==> src/rtl/instr_encoder.sv <==
// ---------------------------------------------------------------------------
// instr_encoder
//
// Purpose:
//   Packs instruction fields (opcode, rd, rs1, rs2, funct3, funct7) and a
//   full-width immediate into a 32-bit instruction word. The layout is chosen
//   from the opcode (U, UJ, S/SB, R, I) and the immediate bits overwrite the
//   common field positions where that layout places them. The packing is the
//   bit-exact inverse of the immediate generator used by the decoder.
//
//   Two-stage valid/ready pipeline:
//     stage 1 registers the accepted request,
//     stage 2 registers the encoded word and imm_err.
//   A stage advances when its downstream is empty or draining this cycle, so
//   simultaneous accept and drain moves everything with no bubble.
//
// Optional feature:
//   INSTR_ENC_RANGE_CHECK_EN  when defined, imm_err flags immediates that do
//                             not fit the selected layout (the word still
//                             carries the truncated encoding). When undefined
//                             imm_err is tied low and truncation is silent.
//
// Ports:
//   clk        in   1   rising-edge clock
//   reset      in   1   asynchronous active-high reset
//   in_valid   in   1   request present
//   in_ready   out  1   request can be accepted this cycle
//   opcode     in   7   instruction opcode
//   rd/rs1/rs2 in   5   register fields
//   funct3     in   3   function field
//   funct7     in   7   function field
//   imm        in   32  immediate value to pack
//   out_valid  out  1   encoded word available
//   out_ready  in   1   consumer accepts word this cycle
//   instr      out  32  encoded instruction
//   imm_err    out  1   immediate not representable (qualified by out_valid)
//   enc_count  out  16  number of delivered words, wraps silently
// ---------------------------------------------------------------------------
module instr_encoder (
  input  logic        clk,
  input  logic        reset,
  input  logic        in_valid,
  output logic        in_ready,
  input  logic [6:0]  opcode,
  input  logic [4:0]  rd,
  input  logic [4:0]  rs1,
  input  logic [4:0]  rs2,
  input  logic [2:0]  funct3,
  input  logic [6:0]  funct7,
  input  logic [31:0] imm,
  output logic        out_valid,
  input  logic        out_ready,
  output logic [31:0] instr,
  output logic        imm_err,
  output logic [15:0] enc_count
);

  localparam logic [6:0] OPC_U   = 7'b0110111;
  localparam logic [6:0] OPC_UJ  = 7'b1101111;
  localparam logic [6:0] OPC_S   = 7'b0100011;
  localparam logic [6:0] OPC_SB  = 7'b1100111;
  localparam logic [6:0] OPC_R   = 7'b0110011;

  typedef enum logic [2:0] {
    LAYOUT_I,
    LAYOUT_S,
    LAYOUT_U,
    LAYOUT_UJ,
    LAYOUT_R
  } layout_e;

  // Stage 1: captured request
  logic        s1_valid_q,  s1_valid_d;
  logic [6:0]  s1_opcode_q, s1_opcode_d;
  logic [4:0]  s1_rd_q,     s1_rd_d;
  logic [4:0]  s1_rs1_q,    s1_rs1_d;
  logic [4:0]  s1_rs2_q,    s1_rs2_d;
  logic [2:0]  s1_funct3_q, s1_funct3_d;
  logic [6:0]  s1_funct7_q, s1_funct7_d;
  logic [31:0] s1_imm_q,    s1_imm_d;

  // Stage 2: encoded result
  logic        out_valid_q, out_valid_d;
  logic [31:0] instr_q,     instr_d;
  logic        imm_err_q,   imm_err_d;

  logic [15:0] enc_count_q, enc_count_d;

  // Handshake
  logic accept;
  logic s2_load;
  logic deliver;

  // Encoder datapath (operates on stage-1 contents)
  layout_e     layout;
  logic [31:0] enc_word;
  logic        range_err;

  // Stage 2 takes the stage-1 word when it is empty or its word leaves now.
  assign s2_load  = s1_valid_q && (!out_valid_q || out_ready);
  // Stage 1 can refill in the same cycle it hands its word forward.
  assign in_ready = !s1_valid_q || s2_load;
  assign accept   = in_valid && in_ready;
  assign deliver  = out_valid_q && out_ready;

  // -------------------------------------------------------------------------
  // Layout selection
  // -------------------------------------------------------------------------
  always_comb begin
    layout = LAYOUT_I;
    case (s1_opcode_q)
      OPC_U:         layout = LAYOUT_U;
      OPC_UJ:        layout = LAYOUT_UJ;
      OPC_S, OPC_SB: layout = LAYOUT_S;
      OPC_R:         layout = LAYOUT_R;
      default:       layout = LAYOUT_I;
    endcase
  end

  // -------------------------------------------------------------------------
  // Field packing: start from the common field map, then let the layout's
  // immediate bits overwrite their positions.
  // -------------------------------------------------------------------------
  always_comb begin
    enc_word = {s1_funct7_q, s1_rs2_q, s1_rs1_q, s1_funct3_q, s1_rd_q, s1_opcode_q};
    case (layout)
      LAYOUT_I: begin
        enc_word[31:20] = s1_imm_q[11:0];
      end
      LAYOUT_S: begin
        // Branches share the store layout; the immediate is not half-word shifted.
        enc_word[31:25] = s1_imm_q[11:5];
        enc_word[11:7]  = s1_imm_q[4:0];
      end
      LAYOUT_U: begin
        enc_word[31:12] = s1_imm_q[31:12];
      end
      LAYOUT_UJ: begin
        enc_word[31]    = s1_imm_q[31];
        enc_word[30:21] = s1_imm_q[10:1];
        enc_word[20]    = s1_imm_q[0];
        enc_word[19]    = s1_imm_q[11];
        enc_word[18:12] = s1_imm_q[18:12];
      end
      default: begin
        // R layout carries no immediate bits.
      end
    endcase
  end

  // -------------------------------------------------------------------------
  // Immediate range check
  // -------------------------------------------------------------------------
`ifdef INSTR_ENC_RANGE_CHECK_EN
  // An immediate fits when every bit above the encoded sign position equals
  // that sign bit; U-type additionally requires the dropped low 12 bits be 0.
  always_comb begin
    range_err = 1'b0;
    case (layout)
      LAYOUT_I, LAYOUT_S: range_err = !((&s1_imm_q[31:11]) || !(|s1_imm_q[31:11]));
      LAYOUT_UJ:          range_err = !((&s1_imm_q[31:19]) || !(|s1_imm_q[31:19]));
      LAYOUT_U:           range_err = |s1_imm_q[11:0];
      default:            range_err = 1'b0;
    endcase
  end
`else
  assign range_err = 1'b0;
`endif

  // -------------------------------------------------------------------------
  // Next-state logic
  // -------------------------------------------------------------------------
  always_comb begin
    s1_valid_d  = s1_valid_q;
    s1_opcode_d = s1_opcode_q;
    s1_rd_d     = s1_rd_q;
    s1_rs1_d    = s1_rs1_q;
    s1_rs2_d    = s1_rs2_q;
    s1_funct3_d = s1_funct3_q;
    s1_funct7_d = s1_funct7_q;
    s1_imm_d    = s1_imm_q;
    out_valid_d = out_valid_q;
    instr_d     = instr_q;
    imm_err_d   = imm_err_q;
    enc_count_d = enc_count_q;

    if (accept) begin
      s1_valid_d  = 1'b1;
      s1_opcode_d = opcode;
      s1_rd_d     = rd;
      s1_rs1_d    = rs1;
      s1_rs2_d    = rs2;
      s1_funct3_d = funct3;
      s1_funct7_d = funct7;
      s1_imm_d    = imm;
    end else if (s2_load) begin
      s1_valid_d  = 1'b0;
    end

    // Output word holds while stalled; it is only replaced on a stage advance.
    if (s2_load) begin
      out_valid_d = 1'b1;
      instr_d     = enc_word;
      imm_err_d   = range_err;
    end else if (out_ready) begin
      out_valid_d = 1'b0;
    end

    if (deliver) begin
      enc_count_d = enc_count_q + 16'd1;
    end
  end

  // -------------------------------------------------------------------------
  // State registers
  // -------------------------------------------------------------------------
  always_ff @(posedge clk or posedge reset) begin
    if (reset) begin
      s1_valid_q  <= 1'b0;
      s1_opcode_q <= '0;
      s1_rd_q     <= '0;
      s1_rs1_q    <= '0;
      s1_rs2_q    <= '0;
      s1_funct3_q <= '0;
      s1_funct7_q <= '0;
      s1_imm_q    <= '0;
      out_valid_q <= 1'b0;
      instr_q     <= '0;
      imm_err_q   <= 1'b0;
      enc_count_q <= '0;
    end else begin
      s1_valid_q  <= s1_valid_d;
      s1_opcode_q <= s1_opcode_d;
      s1_rd_q     <= s1_rd_d;
      s1_rs1_q    <= s1_rs1_d;
      s1_rs2_q    <= s1_rs2_d;
      s1_funct3_q <= s1_funct3_d;
      s1_funct7_q <= s1_funct7_d;
      s1_imm_q    <= s1_imm_d;
      out_valid_q <= out_valid_d;
      instr_q     <= instr_d;
      imm_err_q   <= imm_err_d;
      enc_count_q <= enc_count_d;
    end
  end

  assign out_valid = out_valid_q;
  assign instr     = instr_q;
  assign imm_err   = imm_err_q;
  assign enc_count = enc_count_q;

endmodule

==> config.mk <==
export PLATFORM = sky130hd
export DESIGN_NAME = instr_encoder
export DESIGN_NICKNAME = d
export VERILOG_FILES = /design/src/rtl/instr_encoder.sv
export SDC_FILE = /design/constraint.sdc
export NUM_CORES = 1
export LEC_CHECK = 0
export BUFFER_PORTS_ARGS = -buffer_cell sky130_fd_sc_hd__buf_2
export CAP_MARGIN = 20
export CORE_ASPECT_RATIO = 1.1
export CORE_MARGIN = 2
export CORE_UTILIZATION = 60
export CTS_BUF_LIST = sky130_fd_sc_hd__clkbuf_4 sky130_fd_sc_hd__clkbuf_8
export CTS_CLUSTER_DIAMETER = 50
export DETAILED_ROUTE_END_ITERATION = 7
export PLACE_DENSITY_LB_ADDON = 0.05
export REMOVE_ABC_BUFFERS = 1
export SLEW_MARGIN = 20
export SYNTH_ARGS = -nofsm -noshare
export SYNTH_HDL_FRONTEND = slang
export SYNTH_SLANG_ARGS = --single-unit
==> constraint.sdc <==
create_clock -name clk -period 9.9 [get_ports clk]
set_input_delay 0.495 -clock clk [delete_from_list [all_inputs] [get_ports clk]]
set_output_delay 0.495 -clock clk [all_outputs]
set_load 0.05 [all_outputs]
==> results by group <==
Run status
  • Result of the run: finished, final reports clean

Clocking
  • Clock sink total: approximately 110
  • # H-tree levels: 4
  • Clock buffer count from CTS: 17
  • Buffer count from post-CTS setup fixing: 0
  • Clock tree from TritonCTS: yes
  • Clock transition at the registers of the reported paths: ~70 ps
  • PostCTS Resize Cnt: 0
  • Quantity of hold-fixing buffers added after cts: 0
  • Worst-skew pair later-pin latency: 410 ps
  • Root buffer selected by CTS: sky130_fd_sc_hd__clkbuf_8
  • Worst-case clock buffer depth: 2

Worst setup path
  • CP Cell Sequence: xor2_1 > nor4_4 > mux2i_1 > a21oi_1
  • Critical path fanouts, max: 19
  • Category of the critical setup timing path: flop to flop
  • Required time worst endpoint: 10160 ps
  • Nature of the critical path endpoint: flop
  • Slowest stage cell, crit path: sky130_fd_sc_hd__dfrtp_1
  • Flop2flop setup slack: 7930 ps
  • Worst path arrival time: about 2200 ps
  • Worst stage delay on the critical path: 790 ps
  • Startpoint kind of the worst setup timing path: flop

Logic synthesis
  • Multiplexer share of the synthesized area: about a fifth
  • Number of library cell types mapped by synthesis: 37
  • Number of synthesis warnings: 0
  • Average footprint of a synthesized cell: between 10 and 15 µm²
  • Synthesized instance count: between 300 and 400
  • Sequential fraction of the synthesis area: 57.8%
  • Combinational family with the most area after synthesis: multiplexers
  • Share of synthesized flip-flops with an asynchronous set or reset: between 90% and 100%
  • Post-synthesis share of cell area spent on xor and xnor gates: slightly above 3%
  • Flip-flop and latch count after synthesis: ~110
  • Area fraction in compound gates after synthesis: 5.12%
  • Most common flop cell mapped by yosys: sky130_fd_sc_hd__dfrtp_1
  • Adder-cell share of the synthesized area: less than 1%
  • Post-Syn Area: approximately 0.005 mm²
  • Simple-gate area share of the yosys netlist: 11.6%
  • Number of flops mapped to enable cells by yosys: 0

Finish
  • Area growth syn-to-layout: 21.1%
  • Total number of nets in the final design: a little under 600
  • Diodes inserted: 0
  • Reg area: 0.00285 mm²
  • Area of the multi-input gates: roughly 0.002 mm²
  • Fraction of final layout cells sized beyond drive strength 1: 46.6%
  • Number of fillers in the final layout: 582

Power
  • Total leakage power: 0.00287 µW
  • Power density relative to cell area: between 200 and 250 mW/mm²
  • VDD IR-drop max: 189 µV

STA
  • Final Max Tran Viols: 0
  • Final Setup Violations: 0
  • Skew final: around 7.6 ps
  • RSZ-0062 raised after global routing: false
  • Peak clock frequency supported by timing: 0.507 GHz
  • Final Hold Violating Endpoints: 0
  • Minimum clock period after layout: 1970 ps
  • Hold WS: 103 ps
  • Final Cycle Share: between 10% and 20%
  • Fin Setup TNS: 0 ps
  • Worst slew margin relative to its limit: approximately two fifths
  • Actual transition at the worst max-transition pin: 910 ps

Drt
  • Number of iterations in the first detailed-routing pass: 4
  • Final routed DRC violation total: 0
  • Vias after detailed routing: between 3000 and 4000
  • DR WL met3: a little under 500 µm
  • Average routed wire per standard cell: about 15 µm
  • Post-route met1 wirelength: ~4.1 mm
  • Count of nets left with antenna violations after detail routing: 0
  • Metal2 WL: slightly below 5 mm
  • Via density: about 5.3
  • Max Used Layer: met4
  • Final wirelength: about 9.5 mm
  • Number of design-rule violations left by the first detailed-router iteration: 140

Floorplan
  • Vertical extent of the die: just under 100 µm
  • Initial core utilization: between 60% and 70%
  • Die X-Extent: ~90 µm
  • Area of the die: between 0.008 and 0.009 mm²
  • Row count: 34
  • Top-level port count: approximately 120
  • Placeable Area: a little under 0.008 mm²

Global route
  • Largest net degree at the start of global routing: 76
  • Via count of the first global-routing pass: about 3400
  • Total congestion overflow: 0
  • Initial antenna violation count: 0
  • All-Layer GR Usage: approximately 23%
  • Wire length of the first global-routing pass: approximately 16 mm

Run
  • Max capacitance violation total: 0

Placement
  • Count of buffers from port buffering: between 100 and 150
  • Post-detailed-placement half-perimeter wirelength: approximately 6.5 mm
  • RePlAce Congestion: just under 0.8

Hold path
  • Hold Path Class: primary input to async pin
## synthesized netlist by cell type, types with 4 or more instances
cell / count / area (µm²)
sky130_fd_sc_hd__dfrtp_1: 114 / 2850
sky130_fd_sc_hd__mux2_2: 71 / 800
sky130_fd_sc_hd__nand2_1: 41 / 154
sky130_fd_sc_hd__a21oi_1: 19 / 95.1
sky130_fd_sc_hd__mux2i_1: 18 / 180
sky130_fd_sc_hd__nor2_1: 18 / 67.6
sky130_fd_sc_hd__xnor2_1: 13 / 114
sky130_fd_sc_hd__o21ai_0: 12 / 60.1
sky130_fd_sc_hd__and3b_2: 11 / 110
sky130_fd_sc_hd__buf_2: 10 / 50.1
sky130_fd_sc_hd__nand3_1: 8 / 40.0
sky130_fd_sc_hd__nand2b_1: 6 / 37.5
sky130_fd_sc_hd__a221o_1: 5 / 50.1
sky130_fd_sc_hd__clkbuf_1: 5 / 18.8
sky130_fd_sc_hd__nand4_1: 5 / 31.3
sky130_fd_sc_hd__xor2_1: 4 / 35.0
## cell type report
| class | count | area share (%) |
|---|---|---|
| Clock inverter | 14 | 2.62 |
| Tap cell | 108 | 2.26 |
| Timing Repair Buffer | 120 | 10.2 |
| Inverter | 3 | 0.230 |
| Multi-Input combinational cell | 252 | 33.0 |
| Sequential cell | 114 | 47.7 |
| Clock buffer | 18 | 4.04 |
## layer usage
metal,track usage [%],vias to the layer above
li1,-,1598
met1,28.8,1624
met2,37.7,96
met3,6.06,12
met4,9.11,0
met5,0,-
## metrics by stage
stage | cells | setup slack, ps | cell area [µm²] | utilization [%] | power [µW]
3_3_place_gp | 597 | 7800 | 5580 | 70.1 | 979
4_1_cts | 629 | 7900 | 5980 | 75.1 | 1420
5_1_grt | 629 | 7760 | 5980 | 75.1 | 1480
2_1_floorplan | 369 | 6390 | 4830 | - | 890
3_5_place_dp | 597 | 7750 | 5580 | 70.1 | 992
6_report | 629 | 7930 | 5980 | 75.1 | 1410
## sequential cells by signal, summed over array words and instances, names as in the netlist, 5 cells and up
signal	cells
enc_count	16
instr	32
s1_funct7_q	7
s1_imm_q	32
s1_opcode_q	7
s1_rd_q	5
s1_rs1_q	5
s1_rs2_q	5
## final timing paths
path / cells past startpoint / from / to
min in group clk: 2 / imm[16] / s1_imm_q[16]$_DFFE_PP0P_
worst min register to register: 2 / instr[5]$_DFFE_PP0P_ / instr[5]$_DFFE_PP0P_
worst max register to register: 4 / s1_opcode_q[2]$_DFFE_PP0P_ / instr[10]$_DFFE_PP0P_
worst min-delay path: 2 / reset / enc_count[13]$_DFFE_PP0P_
max in group asynchronous: 3 / reset / instr[19]$_DFFE_PP0P_
worst max-delay path: 4 / s1_opcode_q[2]$_DFFE_PP0P_ / instr[10]$_DFFE_PP0P_
## cell usage in the layout, fill, tap and decap left out, types with 6 or more instances in the layout
cell / instances
sky130_fd_sc_hd__nand3_1: 8
sky130_fd_sc_hd__xnor2_1: 13
sky130_fd_sc_hd__nor2_1: 18
sky130_fd_sc_hd__mux2i_1: 18
sky130_fd_sc_hd__a21oi_1: 19
sky130_fd_sc_hd__mux2_2: 71
sky130_fd_sc_hd__nand2_1: 41
sky130_fd_sc_hd__dfrtp_1: 114
sky130_fd_sc_hd__clkbuf_8: 17
sky130_fd_sc_hd__nand2b_1: 6
sky130_fd_sc_hd__buf_2: 117
sky130_fd_sc_hd__and3b_2: 11
sky130_fd_sc_hd__o21ai_0: 12
## logic make-up (layout without fill, tap and decap cells)
| kind of cell | after synthesis | in the layout |
|---|---|---|
| adders and majority gates | 1 | 1 |
| buffers and inverters | 22 | 155 |
| and+or+nand+nor | 103 | 103 |
| DFF | 114 | 114 |
| other | 1 | 1 |
| AOI/OAI and AO/OA | 41 | 41 |
| muxes | 89 | 89 |
| xor gates and xnor gates | 17 | 17 |
## worst max-delay path: cells and delay by family, from the launching register on
family | cells | cell delay (ps)
AND/OR/NAND/NOR | 1 | 460
multiplexers | 1 | 270
AO/OA/AOI/OAI | 1 | 100
XOR/XNOR | 1 | 210
flip-flops | 1 | 790
## power breakdown
part / switching, µW / internal [µW] / leakage (µW)
combinational: 244 / 124 / 0.00133
sequential: 68.1 / 546 / 0.00136
clock: 195 / 230 / 0.000190
total: 507 / 900 / 0.00287
Power figures use the tool's default switching activity.
